`src/rtl/spi_omega_pkg.sv`:
```
// spi_omega_pkg: shared omega-link width, timing defaults and transmitter state encoding
package spi_omega_pkg;
  localparam int OMEGA_W = 40;
  localparam int DEF_CLK_DIV = 4;
  localparam int DEF_GAP_CYCLES = 8;
  typedef enum logic [2:0] {IDLE, SETUP, HIGH, LOW, HOLD, GAP} state_t;
endpackage

```
`src/rtl/spi_phase_timer.sv`:
```
// spi_phase_timer: SCK half-period counter; phase_end marks the last cycle of each phase
module spi_phase_timer #(
  parameter int CLK_DIV = 4
) (
  input  logic clk,
  input  logic rst,
  input  logic clr,
  output logic phase_end
);
  localparam int DW = $clog2(CLK_DIV);
  logic [DW-1:0] div_cnt;
  assign phase_end = div_cnt == DW'(CLK_DIV - 1);
  always_ff @(posedge clk)
    div_cnt <= (rst || clr || phase_end) ? '0 : div_cnt + DW'(1);
endmodule

```
`src/rtl/spi_omega_tx.sv`:
```
// spi_omega_tx: SPI mode-0 master, one WORD_W-bit word per handshake MSB first; SPI_TX_MISO_CAPTURE_EN adds MISO capture into rx_data
module spi_omega_tx
  import spi_omega_pkg::*;
#(
  parameter int WORD_W = OMEGA_W,
  parameter int CLK_DIV = DEF_CLK_DIV,
  parameter int GAP_CYCLES = DEF_GAP_CYCLES
) (
  input  logic              CLK67MHZ,
  input  logic              resetPort,
  input  logic [WORD_W-1:0] tx_data,
  input  logic              tx_valid,
  output logic              tx_ready,
  output logic              tx_done,
  output logic              sckPort,
  output logic              mosiPort,
`ifdef SPI_TX_MISO_CAPTURE_EN
  input  logic              misoPort,
  output logic [WORD_W-1:0] rx_data,
`endif
  output logic              sselPort
);
  localparam int BW = $clog2(WORD_W);
  localparam int GW = $clog2(GAP_CYCLES + 1);
  state_t state;
  logic [WORD_W-1:0] shift_reg;
  logic [BW-1:0] bit_cnt;
  logic [GW-1:0] gap_cnt;
  logic phase_end;
  // The divider only runs inside a frame, so every frame starts on a fresh phase
  spi_phase_timer #(.CLK_DIV(CLK_DIV)) u_timer (
    .clk(CLK67MHZ),
    .rst(resetPort),
    .clr(state == IDLE || state == GAP),
    .phase_end(phase_end)
  );
  always_ff @(posedge CLK67MHZ) begin
    tx_done <= 1'b0;
    if (resetPort) begin
      state <= IDLE;
      sckPort <= 1'b0;
      sselPort <= 1'b1;
      mosiPort <= 1'b0;
      tx_ready <= 1'b0;
      shift_reg <= '0;
      bit_cnt <= '0;
      gap_cnt <= '0;
    end else begin
      case (state)
        IDLE:
          if (tx_ready && tx_valid) begin
            shift_reg <= tx_data;
            sselPort <= 1'b0;
            mosiPort <= tx_data[WORD_W-1];
            tx_ready <= 1'b0;
            bit_cnt <= '0;
            state <= SETUP;
          end else tx_ready <= 1'b1;
        SETUP, LOW:
          if (phase_end) begin
            sckPort <= 1'b1;
            state <= HIGH;
          end
        HIGH:
          if (phase_end) begin
            sckPort <= 1'b0;
            if (bit_cnt == BW'(WORD_W - 1)) state <= HOLD;
            else begin
              shift_reg <= shift_reg << 1;
              mosiPort <= shift_reg[WORD_W-2];
              bit_cnt <= bit_cnt + BW'(1);
              state <= LOW;
            end
          end
        HOLD:
          if (phase_end) begin
            sselPort <= 1'b1;
            tx_done <= 1'b1;
            gap_cnt <= '0;
            state <= GAP;
          end
        GAP:
          if (gap_cnt == GW'(GAP_CYCLES - 1)) begin
            tx_ready <= 1'b1;
            state <= IDLE;
          end else gap_cnt <= gap_cnt + GW'(1);
        default: state <= IDLE;
      endcase
    end
  end
`ifdef SPI_TX_MISO_CAPTURE_EN
  logic [WORD_W-1:0] rx_shift;
  // Sample on the same edge that raises sck, i.e. the slave's rising edge
  always_ff @(posedge CLK67MHZ) begin
    if (resetPort) begin
      rx_shift <= '0;
      rx_data <= '0;
    end else begin
      if ((state == SETUP || state == LOW) && phase_end) rx_shift <= {rx_shift[WORD_W-2:0], misoPort};
      if (state == HOLD && phase_end) rx_data <= rx_shift;
    end
  end
`endif
endmodule

```
`config.mk`:
```
export PLATFORM = sky130hd
export DESIGN_NAME = spi_omega_tx
export DESIGN_NICKNAME = d
export VERILOG_FILES = /design/src/rtl/spi_omega_pkg.sv /design/src/rtl/spi_phase_timer.sv /design/src/rtl/spi_omega_tx.sv
export SDC_FILE = /design/constraint.sdc
export NUM_CORES = 1
export LEC_CHECK = 0
export ABC_AREA = 1
export BUFFER_PORTS_ARGS = -buffer_cell sky130_fd_sc_hd__buf_2
export CORE_UTILIZATION = 50
export DETAILED_ROUTE_END_ITERATION = 8
export PLACE_DENSITY = 0.74
export RECOVER_POWER = 50
export SETUP_SLACK_MARGIN = 0.1
export SLEW_MARGIN = 20
export SYNTH_ARGS = -nofsm -noshare
export SYNTH_HDL_FRONTEND = slang
export SYNTH_SLANG_ARGS = --single-unit
```
`constraint.sdc`:
```
create_clock -name CLK67MHZ -period 1.4 [get_ports CLK67MHZ]
set_input_delay 0 -clock CLK67MHZ [delete_from_list [all_inputs] [get_ports CLK67MHZ]]
set_output_delay 0 -clock CLK67MHZ [all_outputs]
set_load 0.1 [all_outputs]
```
# Word-level counts from Yosys, hierarchy flattened
# Cells that the tools add are included.
# word_totals
latchBits	0
regBits	59
mem_count	0
ram_bits	0
in_bits	43
elab_cells	78
rom_bits	0
output_inout_bits	5
# classes
muxes	31
addsub	3
div_mod_pow	0
shift	0
bitwise_logic	1
mul	0
n_reduce_logical	18
magnitude_cmp	0
n_eq_ne	15
# ops
operator	count
two-way mux 39 bit	3
one-hot mux 39 bit (2 select lines)	1
two-way mux 3 bit	6
two-way mux 6 bit	3
one-hot mux 3 bit (5 select lines)	1
one-hot mux 6 bit (2 select lines)	1
!= test 2 x 1 -> 1 bit (second input constant)	5
nonzero test 2 bit	5
two-way mux 1 bit	9
AND reduction 3 bit	3
two-way mux 4 bit	2
one-hot mux 1 bit (2 select lines)	4
one-hot mux 4 bit (2 select lines)	1
adder 6 x 1 -> 6 bit (second input constant)	1
== test 3 x 2 -> 1 bit (second input constant)	2
== test 3 bit (second input constant)	2
== test 6 bit (second input constant)	1
AND reduction 5 bit	1
adder 4 x 1 -> 4 bit (second input constant)	1
== test 4 x 3 -> 1 bit (second input constant)	1
!= test 2 bit (second input constant)	2
AND reduction 4 bit	1
OR reduction 2 bit	2
== test 3 x 1 -> 1 bit (second input constant)	1
other kinds (7)	9

# Depth between registers and ports, before layout
# logic_depth
depth_word	4
mapped_depth	9
depth_no_buf	8

# By module
# Synthesis repeated with hierarchy kept, for this count alone.
# hier_totals
hier_cells	496
area_unflattened_um2	3049.2
# by_module_without_submodules
mod	instances	cells_each	seq_area_each_um2	area_per_inst_um2
spi_omega_tx	1	487	1141.1	2974.1
spi_phase_timer	1	9	40.0	75.1

# Least setup slack after synthesis
# Ideal clock, no wire load.
# synth_timing
kind	register -> register
start	reg tx_ready
end	reg mosiPort
arrival_time_ns	1.841
path_stages_with_launch	9
setup_slack_ns	-0.558
synth_period_minus_slack_ns	1.958
n_path_buf	1
required_time_ns	1.283
setup_ns	0.117
cell_sequence	dfxtp_1 > nand2_1 > inv_1 > nand3_2 > nand2_4 > nand2_8 > buf_4 > o21ai_0 > nor2_1
# synth_between
elab_chain_cells	3
# synth_lines
item	line	rtl
start: declaration	spi_omega_tx.sv:13	output logic tx_ready,
start signal: assignment	spi_omega_tx.sv:44	tx_ready <= 1'b0;
start signal: assignment	spi_omega_tx.sv:55	tx_ready <= 1'b0;
start signal: assignment	spi_omega_tx.sv:58	end else tx_ready <= 1'b1;
logical AND 1 bit	spi_omega_tx.sv:51	if (tx_ready && tx_valid) begin
!= test 2 x 1 -> 1 bit (no source line)	-	
AND reduction 4 bit (no source line)	-	
end signal: assignment	spi_omega_tx.sv:54	mosiPort <= tx_data[WORD_W-1];
end signal: assignment	spi_omega_tx.sv:70	mosiPort <= shift_reg[WORD_W-2];
end: declaration	spi_omega_tx.sv:16	output logic mosiPort,
# Every way passes these cells.
# A chain may end at the register's enable or synchronous reset.

# Final worst setup path
# layout_timing
start	reg u_timer.div_cnt[0]
end	reg bit_cnt[4]
# layout_between
elab_chain_cells	3
# layout_lines
item	line	rtl
start: declaration	spi_phase_timer.sv:11	logic [DW-1:0] div_cnt;
start signal: assignment	spi_phase_timer.sv:14	div_cnt <= (rst || clr || phase_end) ? '0 : div_cnt + DW'(1);
== test 2 bit	spi_phase_timer.sv:12	assign phase_end = div_cnt == DW'(CLK_DIV - 1);
net phase_end	spi_omega_tx.sv:29	logic phase_end;
!= test 2 x 1 -> 1 bit (no source line)	-	
AND reduction 4 bit (no source line)	-	
end signal: assignment	spi_omega_tx.sv:71	bit_cnt <= bit_cnt + BW'(1);
end: declaration	spi_omega_tx.sv:27	logic [BW-1:0] bit_cnt;
# The timed path passes the listed nets, and every way through them passes these cells.

==> metrics.md <==
| Metric | Value |
|---|---|
| Seq cells post-synth | `59` |
| Dpl cells | `566` |
| Storage cell area | `approximately 0.0012 mm²` |
| Crit path required time | `approximately 1.6 ns` |
| Hold Fails Final Rpt | `0` |
| ANT cells | `0` |
| Total global routing overflow | `0` |
| Initial antenna violation count | `0` |
| Residual DRC | `0` |
| Worst Hold End | `shift_reg[29]` |
| Initial DRC count | `between 150 and 200` |
| Largest stage delay on the critical path | `between 0.3 and 0.4 ns` |
| Power Total | `5.97 mW` |
| Via count of the first global-routing pass | `2,767` |
| Worst hold path type | `in -> reg` |
| WL final | `~7500 µm` |
| Clk sinks | `about 60` |
| Final setup viols | `4` |
| Post-route ant nets | `0` |
| Cell count after synthesis | `449` |
| Max transition margin | `0.672` |
| Pleak | `~1.8 nW` |
| GR Util All Layers | `0.233` |
| GPL Wtd Cong | `around 0.83` |
| List of most frequent post-synthesis cells | `nand2_1, nor2_1, dfxtp_1` |
| Fraction of layout cells with a size suffix above 1 | `0.311` |
| Final worst setup slack | `-0.00934 ns` |
| Crit-path cells | `ha_4, nand4_1, nand2_4, nand2_8, buf_12, o21ai_1, nor2_1` |
| Fin cells | `about 600` |
| Top cell type by total area after synthesis | `dfxtp_1` |
| RR Startpoint | `u_timer.div_cnt[0]` |
| Vert. Die Dim | `78.3 µm` |
| H-Tree Depth | `3` |
| Fin. max-slew vios | `0` |
| Fillers | `464` |
| Fin util | `0.719` |
| Synthesized area | `around 0.0029 mm²` |
| FF-to-FF End | `bit_cnt[4]` |
| Period utilisation layout | `1.01` |
| Mapped Nets | `495` |
| Vias | `between 3,000 and 4,000` |
| Final setup TNS | `-0.0226 ns` |
| CP max stage cell | `dfxtp_2` |
| DR pass1 iterations | `4` |
| Routed vias/inst | `roughly 5.0` |
| Largest register FFs | `39` |
| Crit Path Class | `reg -> reg` |
| Asr flop ratio synth | `0` |
| Initial Utilization | `0.523` |
| Synth unique cells | `27` |
| I/O pin total | `48` |
| Largest cells by area after synthesis | `dfxtp_1, nand2_1, nor2_1` |
| Worst Tran Pin Value | `approximately 0.5 ns` |
| CTS tree | `yes` |
| Seq/Total Area, Yosys | `0.405` |
| Num CTS Buffers | `9` |
| Post-DR wirelength/cell | `roughly 13 µm` |
| Mean post-synth cell area | `between 6 and 7 µm²` |
| Worst Skew | `~0.012 ns` |
| Pin count of the biggest net entering global routing | `between 40 and 50` |
| Die W | `just under 80 µm` |
| IO Port Bufs | `47` |
| Critical path's top delay family | `simple AND/OR/NAND/NOR gates` |
| RSZ-0062 raised after global routing | `yes` |
| Outcome | `finished with violations` |
| Max_cap viols | `0` |
| Synth Warn # | `0` |
| Fmax | `between 700 and 800 MHz` |
| R2r worst-path depth | `7` |
| Worst setup EP type | `flop` |
| Failing checks | `negative setup slack` |
| WP buf/inv | `1` |
| Top_reg_cell synth | `dfxtp_1` |
| Worst R2R Setup Slack | `-0.009 ns` |
| Area delta synth->final | `37.5%` |
| Core area | `around 0.0056 mm²` |
| Number of synthesized flops with an enable pin | `0` |
| Total die area | `between 0.006 and 0.007 mm²` |
| P per Cell Area | `approximately 1500 mW/mm²` |
| Clk Latency, worst-skew pair | `about 0.34 ns` |
| Global-route wire length before repair | `approximately 11,000 µm` |
| Clk root buf | `clkbuf_8` |
| Startpoint Class | `flop` |
| Reg clk slew, reported paths | `0.07 ns` |
| Area of the multi-input gates | `0.00174 mm²` |
| Count leader, synth | `nand2_1` |
| Fin nets | `roughly 570` |
| Clk buf depth | `2` |
| Crit path time final | `between 1 and 1.5 ns` |
| Row count | `27` |
| Top-area cell type share of the netlist area | `0.405` |
| Worst hold start | `tx_data[29]` |
| Worst VDD drop | `around 850 µV` |
| Post-DP HPWL | `about 4500 µm` |
| Crit path DAT | `1.64 ns` |
| WHS Path Cells | `5` |
| CP Max Fanout | `7` |
[routing by layer]
layer	routed length (µm)	GRT usage	up-vias	part of all wire
met4	100	0.137	0	0.013
li1	-	-	1565	-
met2	3860	0.391	83	0.51
met1	3290	0.275	1367	0.44
met3	299	0.0453	13	0.040
met5	0	0	-	0
[worst min-delay path, stage by stage]
cell and delay [ns]:
buf_2 0.07, nand2_1 0.04, nand2_1 0.06, o21ai_1 0.06, nor2_1 0.07
[cells by family after synthesis]
logic type | share of synthesized area
AO/OA/AOI/OAI | 0.103
XOR/XNOR | 0.00301
adder cells (fa/ha/maj) | 0.0129
buffers and inverters | 0.0816
flip-flops | 0.405
AND/OR/NAND/NOR | 0.394
[report_power, final]
group	switching (mW)	leakage, nW	internal (mW)
Clock	0.652	0.0902	0.808
Sequential	0.206	0.488	2.02
Combinational	1.39	1.26	0.892
Total	2.25	1.84	3.72
[per-stage QoR]
step           hold WS (ns)  setup slack, ns  instance area [µm²]
2_1_floorplan         0.166           0.0114                 2960
3_5_place_dp          0.288          -0.0415                 3330
4_1_cts             0.00155           0.0415                 3650
5_1_grt              0.0266           -0.103                 4010
6_report            0.00509         -0.00934                 4010
3_3_place_gp          0.285          -0.0346                 3330
[cell usage in the layout, fill, tap and decap left out, types with 4 or more instances in the layout]
cell	netlist	final
o21ai_0	33	4
o21ai_2	0	19
dlygate4sd3_1	0	9
dfxtp_4	0	6
nand2_4	2	6
dfxtp_1	59	50
o21ai_1	14	24
nor2_1	102	92
clkbuf_8	0	9
nor2_2	1	8
nand3_1	16	13
nand2_1	154	142
nand2_2	0	9
buf_2	6	47
buf_4	3	20
buf_12	0	6
buf_6	1	4
inv_1	16	13
inv_2	4	4
a21oi_1	11	8
[worst max path at each step]
stage | from | endpoint | slack (ns) | cells past startpoint
final | u_timer.div_cnt[0] | bit_cnt[4] | -0.009 | 7
after global routing | u_timer.div_cnt[0] | shift_reg[34] | -0.10 | 7
after CTS | u_timer.div_cnt[0] | shift_reg[8] | 0.04 | 7
after detailed placement | state[1] | shift_reg[8] | -0.04 | 7
after global placement | state[1] | shift_reg[4] | -0.03 | 7
after floorplan | tx_ready | mosiPort | 0.01 | 9
[layout make-up]
type | count | share of cell area
clock buffer | 12 | 0.0337
sequential | 59 | 0.301
inverter | 21 | 0.0253
tap | 72 | 0.0225
timing repair buffer | 88 | 0.172
clock inverter | 3 | 0.0100
multi-input combinational | 348 | 0.435
[what timing repair did]
item | 4_1_cts | 5_1_grt
gates cloned | 0 | 3
endpoints found under the hold margin | 15 | 0
resized for setup | 13 | 72
pin swaps | 4 | 10
hold buffers | 9 | 0
buffers inserted | 2 | 8
endpoints found under the setup margin | 51 | 52
Power figures use the tool's default switching activity.
